[src/rtl/wshb_arb_pkg.sv]
// Shared types and constants for the two-master Wishbone arbiter.
package wshb_arb_pkg;

  typedef enum logic [1:0] {
    IDLE = 2'b00,
    GNT0 = 2'b01,
    GNT1 = 2'b10
  } state_t;

  localparam logic [2:0] CTI_CLASSIC = 3'b000;
  localparam logic [2:0] CTI_INCR    = 3'b010;
  localparam logic [2:0] CTI_EOB     = 3'b111;

  localparam int ADR_W = 32;
  localparam int DAT_W = 32;
  localparam int SEL_W = 4;

  // A beat carrying one of these cycle types ends a transfer, so the bus
  // may change hands right after it is acknowledged.
  function automatic logic cti_boundary(input logic [2:0] cti);
    return (cti == CTI_CLASSIC) || (cti == CTI_EOB);
  endfunction

endpackage

[src/rtl/wshb_if.sv]
// Wishbone B4 classic/registered-feedback bus bundle.
interface wshb_if;
  import wshb_arb_pkg::*;

  logic             cyc;
  logic             stb;
  logic             we;
  logic [ADR_W-1:0] adr;
  logic [DAT_W-1:0] dat_ms;
  logic [DAT_W-1:0] dat_sm;
  logic [SEL_W-1:0] sel;
  logic [2:0]       cti;
  logic [1:0]       bte;
  logic             ack;
  logic             err;
  logic             rty;

  modport master (output cyc, stb, we, adr, dat_ms, sel, cti, bte,
                  input  dat_sm, ack, err, rty);
  modport slave  (input  cyc, stb, we, adr, dat_ms, sel, cti, bte,
                  output dat_sm, ack, err, rty);
endinterface

[src/rtl/wshb_arb_hold_cnt.sv]
// Saturating counter measuring how long m0 has been kept waiting by m1.
module wshb_arb_hold_cnt #(
  parameter int MAX_HOLD = 64,
  parameter int CNT_W    = $clog2(MAX_HOLD + 1)
) (
  input  logic clk,
  input  logic rst_n,
  input  logic clr,
  input  logic en,
  output logic at_max
);

  logic [CNT_W-1:0] cnt_q;
  logic [CNT_W-1:0] cnt_d;

  assign at_max = (cnt_q == CNT_W'(MAX_HOLD));

  // Clear has priority; count up while enabled and stick at the ceiling.
  always_comb begin
    cnt_d = cnt_q;
    if (clr) begin
      cnt_d = '0;
    end else if (en && !at_max) begin
      cnt_d = cnt_q + CNT_W'(1);
    end
  end

  // Counter register.
  always_ff @(posedge clk or negedge rst_n) begin
    if (!rst_n) begin
      cnt_q <= '0;
    end else begin
      cnt_q <= cnt_d;
    end
  end

endmodule

[src/rtl/wshb_arbiter.sv]
// Two-master / one-slave Wishbone arbiter: m0 (VGA reader) has priority,
// m1 (pattern writer) may be preempted at transfer boundaries once m0 has
// waited MAX_HOLD cycles.
module wshb_arbiter
  import wshb_arb_pkg::*;
#(
  parameter int MAX_HOLD   = 64,
  parameter bit M1_PREEMPT = 1'b1
) (
  input  logic       clk,
  input  logic       rst_n,
  wshb_if.slave      m0,
  wshb_if.slave      m1,
  wshb_if.master     s,
  output logic [1:0] gnt
);

  state_t state_q;
  state_t state_d;

  logic hold_clr;
  logic hold_en;
  logic hold_at_max;
  logic preempt;

  logic             s_cyc;
  logic             s_stb;
  logic             s_we;
  logic [ADR_W-1:0] s_adr;
  logic [DAT_W-1:0] s_dat_ms;
  logic [SEL_W-1:0] s_sel;
  logic [2:0]       s_cti;
  logic [1:0]       s_bte;
  logic             m0_ack, m0_err, m0_rty;
  logic             m1_ack, m1_err, m1_rty;

  // m1 yields only on an acknowledged beat that closes a transfer, so a
  // stalled m1 simply retries its pending beat when regranted.
  assign preempt = M1_PREEMPT && m0.cyc && hold_at_max && s.ack &&
                   cti_boundary(s_cti);

  // Hold time only accrues while m1 owns the bus and m0 is asking for it.
  assign hold_en  = (state_q == GNT1) && m0.cyc;
  assign hold_clr = (state_q != GNT1) || (state_d != GNT1) || !m0.cyc;

  wshb_arb_hold_cnt #(
    .MAX_HOLD (MAX_HOLD)
  ) u_hold_cnt (
    .clk    (clk),
    .rst_n  (rst_n),
    .clr    (hold_clr),
    .en     (hold_en),
    .at_max (hold_at_max)
  );

  // State register.
  always_ff @(posedge clk or negedge rst_n) begin
    if (!rst_n) begin
      state_q <= IDLE;
    end else begin
      state_q <= state_d;
    end
  end

  // Next-state: m0 wins ties, handovers go straight to the other master.
  always_comb begin
    state_d = state_q;
    unique case (state_q)
      IDLE: begin
        if (m0.cyc)      state_d = GNT0;
        else if (m1.cyc) state_d = GNT1;
      end
      GNT0: begin
        if (!m0.cyc) state_d = m1.cyc ? GNT1 : IDLE;
      end
      GNT1: begin
        if (!m1.cyc)     state_d = m0.cyc ? GNT0 : IDLE;
        else if (preempt) state_d = GNT0;
      end
      default: state_d = IDLE;
    endcase
  end

  // Output mux from registered state; responses reach only the granted
  // master, and only while it still holds cyc so an aborted beat's ack is lost.
  always_comb begin
    s_cyc    = 1'b0;
    s_stb    = 1'b0;
    s_we     = 1'b0;
    s_adr    = '0;
    s_dat_ms = '0;
    s_sel    = '0;
    s_cti    = '0;
    s_bte    = '0;
    m0_ack   = 1'b0;
    m0_err   = 1'b0;
    m0_rty   = 1'b0;
    m1_ack   = 1'b0;
    m1_err   = 1'b0;
    m1_rty   = 1'b0;
    unique case (state_q)
      GNT0: begin
        s_cyc    = m0.cyc;
        s_stb    = m0.stb;
        s_we     = m0.we;
        s_adr    = m0.adr;
        s_dat_ms = m0.dat_ms;
        s_sel    = m0.sel;
        s_cti    = m0.cti;
        s_bte    = m0.bte;
        m0_ack   = s.ack & m0.cyc;
        m0_err   = s.err & m0.cyc;
        m0_rty   = s.rty & m0.cyc;
      end
      GNT1: begin
        s_cyc    = m1.cyc;
        s_stb    = m1.stb;
        s_we     = m1.we;
        s_adr    = m1.adr;
        s_dat_ms = m1.dat_ms;
        s_sel    = m1.sel;
        s_cti    = m1.cti;
        s_bte    = m1.bte;
        m1_ack   = s.ack & m1.cyc;
        m1_err   = s.err & m1.cyc;
        m1_rty   = s.rty & m1.cyc;
      end
      default: ;
    endcase
  end

  assign s.cyc    = s_cyc;
  assign s.stb    = s_stb;
  assign s.we     = s_we;
  assign s.adr    = s_adr;
  assign s.dat_ms = s_dat_ms;
  assign s.sel    = s_sel;
  assign s.cti    = s_cti;
  assign s.bte    = s_bte;

  assign m0.ack    = m0_ack;
  assign m0.err    = m0_err;
  assign m0.rty    = m0_rty;
  assign m1.ack    = m1_ack;
  assign m1.err    = m1_err;
  assign m1.rty    = m1_rty;
  assign m0.dat_sm = s.dat_sm;
  assign m1.dat_sm = s.dat_sm;

  assign gnt = {state_q == GNT1, state_q == GNT0};

endmodule

[src/flat_wrapper.sv]
// flat-port wrapper written by rule: the top's interface ports become plain ports
module wshb_arbiter_flat import wshb_arb_pkg::*;
#(
  parameter int MAX_HOLD   = 64,
  parameter bit M1_PREEMPT = 1'b1
)
  (clk, rst_n, gnt, m0_cyc, m0_stb, m0_we, m0_adr, m0_dat_ms, m0_sel, m0_cti, m0_bte, m0_dat_sm, m0_ack, m0_err, m0_rty, m1_cyc, m1_stb, m1_we, m1_adr, m1_dat_ms, m1_sel, m1_cti, m1_bte, m1_dat_sm, m1_ack, m1_err, m1_rty, s_cyc, s_stb, s_we, s_adr, s_dat_ms, s_sel, s_cti, s_bte, s_dat_sm, s_ack, s_err, s_rty);
  wshb_if m0_i ();
  wshb_if m1_i ();
  wshb_if s_i ();
  input  logic clk;
  input  logic rst_n;
  output logic [1:0] gnt;
  input wire logic [$bits(m0_i.cyc)-1:0] m0_cyc;
  input wire logic [$bits(m0_i.stb)-1:0] m0_stb;
  input wire logic [$bits(m0_i.we)-1:0] m0_we;
  input wire logic [$bits(m0_i.adr)-1:0] m0_adr;
  input wire logic [$bits(m0_i.dat_ms)-1:0] m0_dat_ms;
  input wire logic [$bits(m0_i.sel)-1:0] m0_sel;
  input wire logic [$bits(m0_i.cti)-1:0] m0_cti;
  input wire logic [$bits(m0_i.bte)-1:0] m0_bte;
  output wire logic [$bits(m0_i.dat_sm)-1:0] m0_dat_sm;
  output wire logic [$bits(m0_i.ack)-1:0] m0_ack;
  output wire logic [$bits(m0_i.err)-1:0] m0_err;
  output wire logic [$bits(m0_i.rty)-1:0] m0_rty;
  input wire logic [$bits(m1_i.cyc)-1:0] m1_cyc;
  input wire logic [$bits(m1_i.stb)-1:0] m1_stb;
  input wire logic [$bits(m1_i.we)-1:0] m1_we;
  input wire logic [$bits(m1_i.adr)-1:0] m1_adr;
  input wire logic [$bits(m1_i.dat_ms)-1:0] m1_dat_ms;
  input wire logic [$bits(m1_i.sel)-1:0] m1_sel;
  input wire logic [$bits(m1_i.cti)-1:0] m1_cti;
  input wire logic [$bits(m1_i.bte)-1:0] m1_bte;
  output wire logic [$bits(m1_i.dat_sm)-1:0] m1_dat_sm;
  output wire logic [$bits(m1_i.ack)-1:0] m1_ack;
  output wire logic [$bits(m1_i.err)-1:0] m1_err;
  output wire logic [$bits(m1_i.rty)-1:0] m1_rty;
  output wire logic [$bits(s_i.cyc)-1:0] s_cyc;
  output wire logic [$bits(s_i.stb)-1:0] s_stb;
  output wire logic [$bits(s_i.we)-1:0] s_we;
  output wire logic [$bits(s_i.adr)-1:0] s_adr;
  output wire logic [$bits(s_i.dat_ms)-1:0] s_dat_ms;
  output wire logic [$bits(s_i.sel)-1:0] s_sel;
  output wire logic [$bits(s_i.cti)-1:0] s_cti;
  output wire logic [$bits(s_i.bte)-1:0] s_bte;
  input wire logic [$bits(s_i.dat_sm)-1:0] s_dat_sm;
  input wire logic [$bits(s_i.ack)-1:0] s_ack;
  input wire logic [$bits(s_i.err)-1:0] s_err;
  input wire logic [$bits(s_i.rty)-1:0] s_rty;
  assign m0_i.cyc = m0_cyc;
  assign m0_i.stb = m0_stb;
  assign m0_i.we = m0_we;
  assign m0_i.adr = m0_adr;
  assign m0_i.dat_ms = m0_dat_ms;
  assign m0_i.sel = m0_sel;
  assign m0_i.cti = m0_cti;
  assign m0_i.bte = m0_bte;
  assign m0_dat_sm = m0_i.dat_sm;
  assign m0_ack = m0_i.ack;
  assign m0_err = m0_i.err;
  assign m0_rty = m0_i.rty;
  assign m1_i.cyc = m1_cyc;
  assign m1_i.stb = m1_stb;
  assign m1_i.we = m1_we;
  assign m1_i.adr = m1_adr;
  assign m1_i.dat_ms = m1_dat_ms;
  assign m1_i.sel = m1_sel;
  assign m1_i.cti = m1_cti;
  assign m1_i.bte = m1_bte;
  assign m1_dat_sm = m1_i.dat_sm;
  assign m1_ack = m1_i.ack;
  assign m1_err = m1_i.err;
  assign m1_rty = m1_i.rty;
  assign s_cyc = s_i.cyc;
  assign s_stb = s_i.stb;
  assign s_we = s_i.we;
  assign s_adr = s_i.adr;
  assign s_dat_ms = s_i.dat_ms;
  assign s_sel = s_i.sel;
  assign s_cti = s_i.cti;
  assign s_bte = s_i.bte;
  assign s_i.dat_sm = s_dat_sm;
  assign s_i.ack = s_ack;
  assign s_i.err = s_err;
  assign s_i.rty = s_rty;
  wshb_arbiter #(.MAX_HOLD(MAX_HOLD), .M1_PREEMPT(M1_PREEMPT)) u_core (.clk(clk), .rst_n(rst_n), .m0(m0_i), .m1(m1_i), .s(s_i), .gnt(gnt));
endmodule
[config.mk]
export PLATFORM = sky130hd
export DESIGN_NAME = wshb_arbiter_flat
export DESIGN_NICKNAME = d
export VERILOG_FILES = /design/src/rtl/wshb_arb_pkg.sv /design/src/rtl/wshb_if.sv /design/src/rtl/wshb_arb_hold_cnt.sv /design/src/rtl/wshb_arbiter.sv /design/src/flat_wrapper.sv
export SDC_FILE = /design/constraint.sdc
export NUM_CORES = 1
export LEC_CHECK = 0
export CORE_AREA = 2 2 132 134
export DETAILED_ROUTE_END_ITERATION = 10
export DIE_AREA = 0 0 134 136
export GPL_ROUTABILITY_DRIVEN = 0
export MAX_ROUTING_LAYER = met4
export PLACE_DENSITY = 0.53
export SYNTH_ARGS = -nofsm -noshare
export SYNTH_HDL_FRONTEND = slang
export SYNTH_SLANG_ARGS = --single-unit
[constraint.sdc]
create_clock -name clk -period 2.4 [get_ports clk]
set_input_delay 0.72 -clock clk [delete_from_list [all_inputs] [get_ports clk]]
set_output_delay 0.72 -clock clk [all_outputs]
set_load 0.005 [all_outputs]
==> summary.txt <==
Outcome
  – Outcome: complete, but fails checks
  – Failing checks: setup timing

Pwr
  – Power density cells: 995 nW/um2
  – Static Leak: 2.32 nW
  – Peak supply drop: approximately 310 uV

Global routing
  – Initial antenna violation count: 0
  – Total gr overflow: 0
  – First-pass GRT wire length: roughly 19000 um
  – Number of global-route vias before repair: about 3400
  – Aggregate global-route resource usage: approximately 14%
  – Pin count of the biggest net entering global routing: 17

Place
  – Buffers on Ports: 240
  – DP Wirelength: about 9000 um
  – Placed inst area: ~4700 um2

Cells and area
  – Area Overhead vs Synth: 146%
  – Antenna Cells: 0
  – Fin nets: 746
  – Final instance area: approximately 5700 um2
  – Final core utilization: 33.9%
  – Layout cell share with drive strength beyond 1: 45.5%
  – Fillcell total: around 1700

Route
  – Drt drc: 0
  – Avg WL per Cell: between 15 and 20 um
  – Routed wire length: between 10000 and 15000 um
  – Drt pass-1 iters: 4
  – Post-DRT Antenna Nets: 0
  – DR iter-0 viols: ~140
  – Vias per cell: about 4.2
  – Via count: about 3300

Die
  – Core region area: roughly 17000 um2
  – Row count: between 40 and 50
  – Die area: ~18000 um2
  – Die width: roughly 130 um
  – Ports: 337
  – Initial core utilization: 13.8%
  – Die Y: roughly 140 um

Timing
  – Final worst setup slack: -0.130 ns
  – Fmax: about 400 MHz
  – Tcrit/Tclk final: 105%
  – Relative slew slack: approximately 70%
  – Slew @ Worst Pin: 0.436 ns
  – Minimum clock period after layout: 2.53 ns
  – Unrepaired setup endpoints after global routing: true
  – Setup-failing EPs final: 38
  – Clk_skew: 0.00311 ns
  – Final Hold Fails: 0
  – Final max-slew violation count: 0

Critical path
  – Crit. End Element: primary output
  – Startpoint types: register
  – Crit Path Category: register to primary output
  – Worst Setup SP: u_core.state_q[1]
  – Worst endpoint required time: 1.68 ns
  – Worst Path Arrival: roughly 1.8 ns
  – CP Max Fanout: 7
  – Reg2reg start: u_core.state_q[1]

Synth
  – Syn Inst Count: 319
  – EDFF count, synth: 0
  – FF+latch count, synth: 9
  – YS warnings: 0
  – Cell variety after synth: 35
  – Asr flop ratio synth: 100%
  – Seq/Total Area, Yosys: 9.68%
  – Post-synth top flop: dfrtp_1
  – Post-Syn Area: ~2300 um2
  – Syn_nets: ~510
  – Synthesized area per cell: 7.29 um2

CTS
  – Hold_buf cts: 0
  – CTS sink cnt: 9
  – Inserted Clock Buffers: 3
  – Clk buf depth: 2
  – H-tree depth: 1
  – Root Driver: clkbuf_16
  – CTS tree: built
  – Clk pin slew, worst setup/hold paths: approximately 0.04 ns
  – Clock latency on the worst-skew pair: about 0.24 ns

Min path
  – Worst hold start: u_core.u_hold_cnt.cnt_q[6]
  – Hold WC Path Type: register to register

Flow run
  – MaxCap Viol Count: 0
## layout make-up
cell class              count  area [um2]  area share, %
clock buffers               4        78.8           1.38
well taps                 225         282           4.91
inverters                   7        26.3          0.459
repair buffers            319        3170           55.3
multi-input cells         211        1950           34.0
flip-flops and latches      9         225           3.93
## registers in the layout, indices dropped and copies added, names as in the netlist
signal,cells
u_core.state_q,2
u_core.u_hold_cnt.cnt_q,7
## per-layer routing
| layer | global-route usage, % | wire length [um] | vias to the layer above |
|---|---|---|---|
| li1 | - | - | 1537 |
| met1 | 15.9 | 5250 | 1548 |
| met2 | 24.9 | 6930 | 150 |
| met3 | 2.68 | 905 | 34 |
| met4 | 4.20 | 337 | 0 |
| met5 | - | 0 | - |
## critical path, cell delays in order, from the launching register on
cell and delay (ns):
dfrtp_1 0.39, buf_6 0.13, ha_4 0.16, buf_4 0.14, buf_12 0.12, buf_12 0.13
buf_6 0.12, a22oi_2 0.17, nor2b_1 0.07, buf_2 0.13
## report_power, final
group          internal [mW]  switching, mW
Clock                  0.222         0.0720
Combinational           3.18           2.05
Sequential             0.167         0.0132
Total                   3.56           2.14
## layout by cell type, fill, tap and decap left out, drive strengths merged, types with 3 or more instances in the layout
cell,netlist,routed
a21oi,5,5
a22oi,75,75
and3,8,8
buf,71,143
clkbuf,21,14
clkdlybuf4s15,0,3
clkdlybuf4s50,0,153
dfrtp,9,9
dlygate4sd2,0,9
ha,6,6
inv,7,7
nand2,6,6
nand3,3,3
nor2,5,5
nor2b,75,75
nor3,3,3
xor2,3,3
## cell families (layout without fill, tap and decap cells)
group	count (synthesis)	in the layout	synth area share [%]
simple gates	105	105	27.3
buf+inv	99	330	26.7
compound gates	93	93	30.3
flops	9	9	9.68
fa+ha+maj	6	6	3.23
xor+xnor	5	5	1.88
mux	2	2	0.914
## synthesized netlist by cell type (2+ instances only)
cell,instances,share of area (%)
a22oi_1,75,24
buf_4,65,21
a21oi_1,5,1.1
nand2_1,6,0.97
inv_1,6,0.97
nor2b_1,75,20
clkbuf_1,21,3.4
nor2_1,5,0.81
o21a_1,2,0.65
xnor2_1,2,0.75
ha_1,6,3.2
nand4_1,2,0.54
buf_2,4,0.86
and3_1,8,2.2
dfrtp_1,9,9.7
nand3_1,3,0.65
nor3_1,3,0.65
buf_1,2,0.32
o21ai_0,2,0.43
xor2_1,3,1.1
## metrics by stage
| step | hold slack [ns] | instances | TNS, ns | worst slack, ns | total power, mW |
|---|---|---|---|---|---|
| floorplan | 0.424 | 319 | 0 | 0.219 | 1.75 |
| global placement | 0.551 | 718 | -18.44 | -0.492 | 3.52 |
| detailed placement | 0.536 | 718 | -19.03 | -0.479 | 3.56 |
| CTS | 0.552 | 772 | -3.44 | -0.139 | 5.62 |
| global route | 0.603 | 775 | -5.45 | -0.191 | 6.07 |
| finish | 0.551 | 775 | -2.28 | -0.130 | 5.70 |
## worst paths after layout
path,endpoint,slack [ns],cells after the start
max,s_sel[2],-0.13,9
min in group asynchronous,u_core.state_q[0],0.80,1
max reg2reg,u_core.state_q[0],0.12,10
max in group asynchronous,u_core.u_hold_cnt.cnt_q[2],1.30,1
min,u_core.u_hold_cnt.cnt_q[6],0.55,2
min reg2reg,u_core.u_hold_cnt.cnt_q[6],0.55,2
## repair_timing
item / CTS / global route
setup endpoints to repair: 84 / 84
setup buffers: 38 / 6
gates resized for setup: 410 / 44
pin swaps: 16 / 18
gates cloned: 12 / 1
No activity file was read; power rests on OpenSTA's default activity.
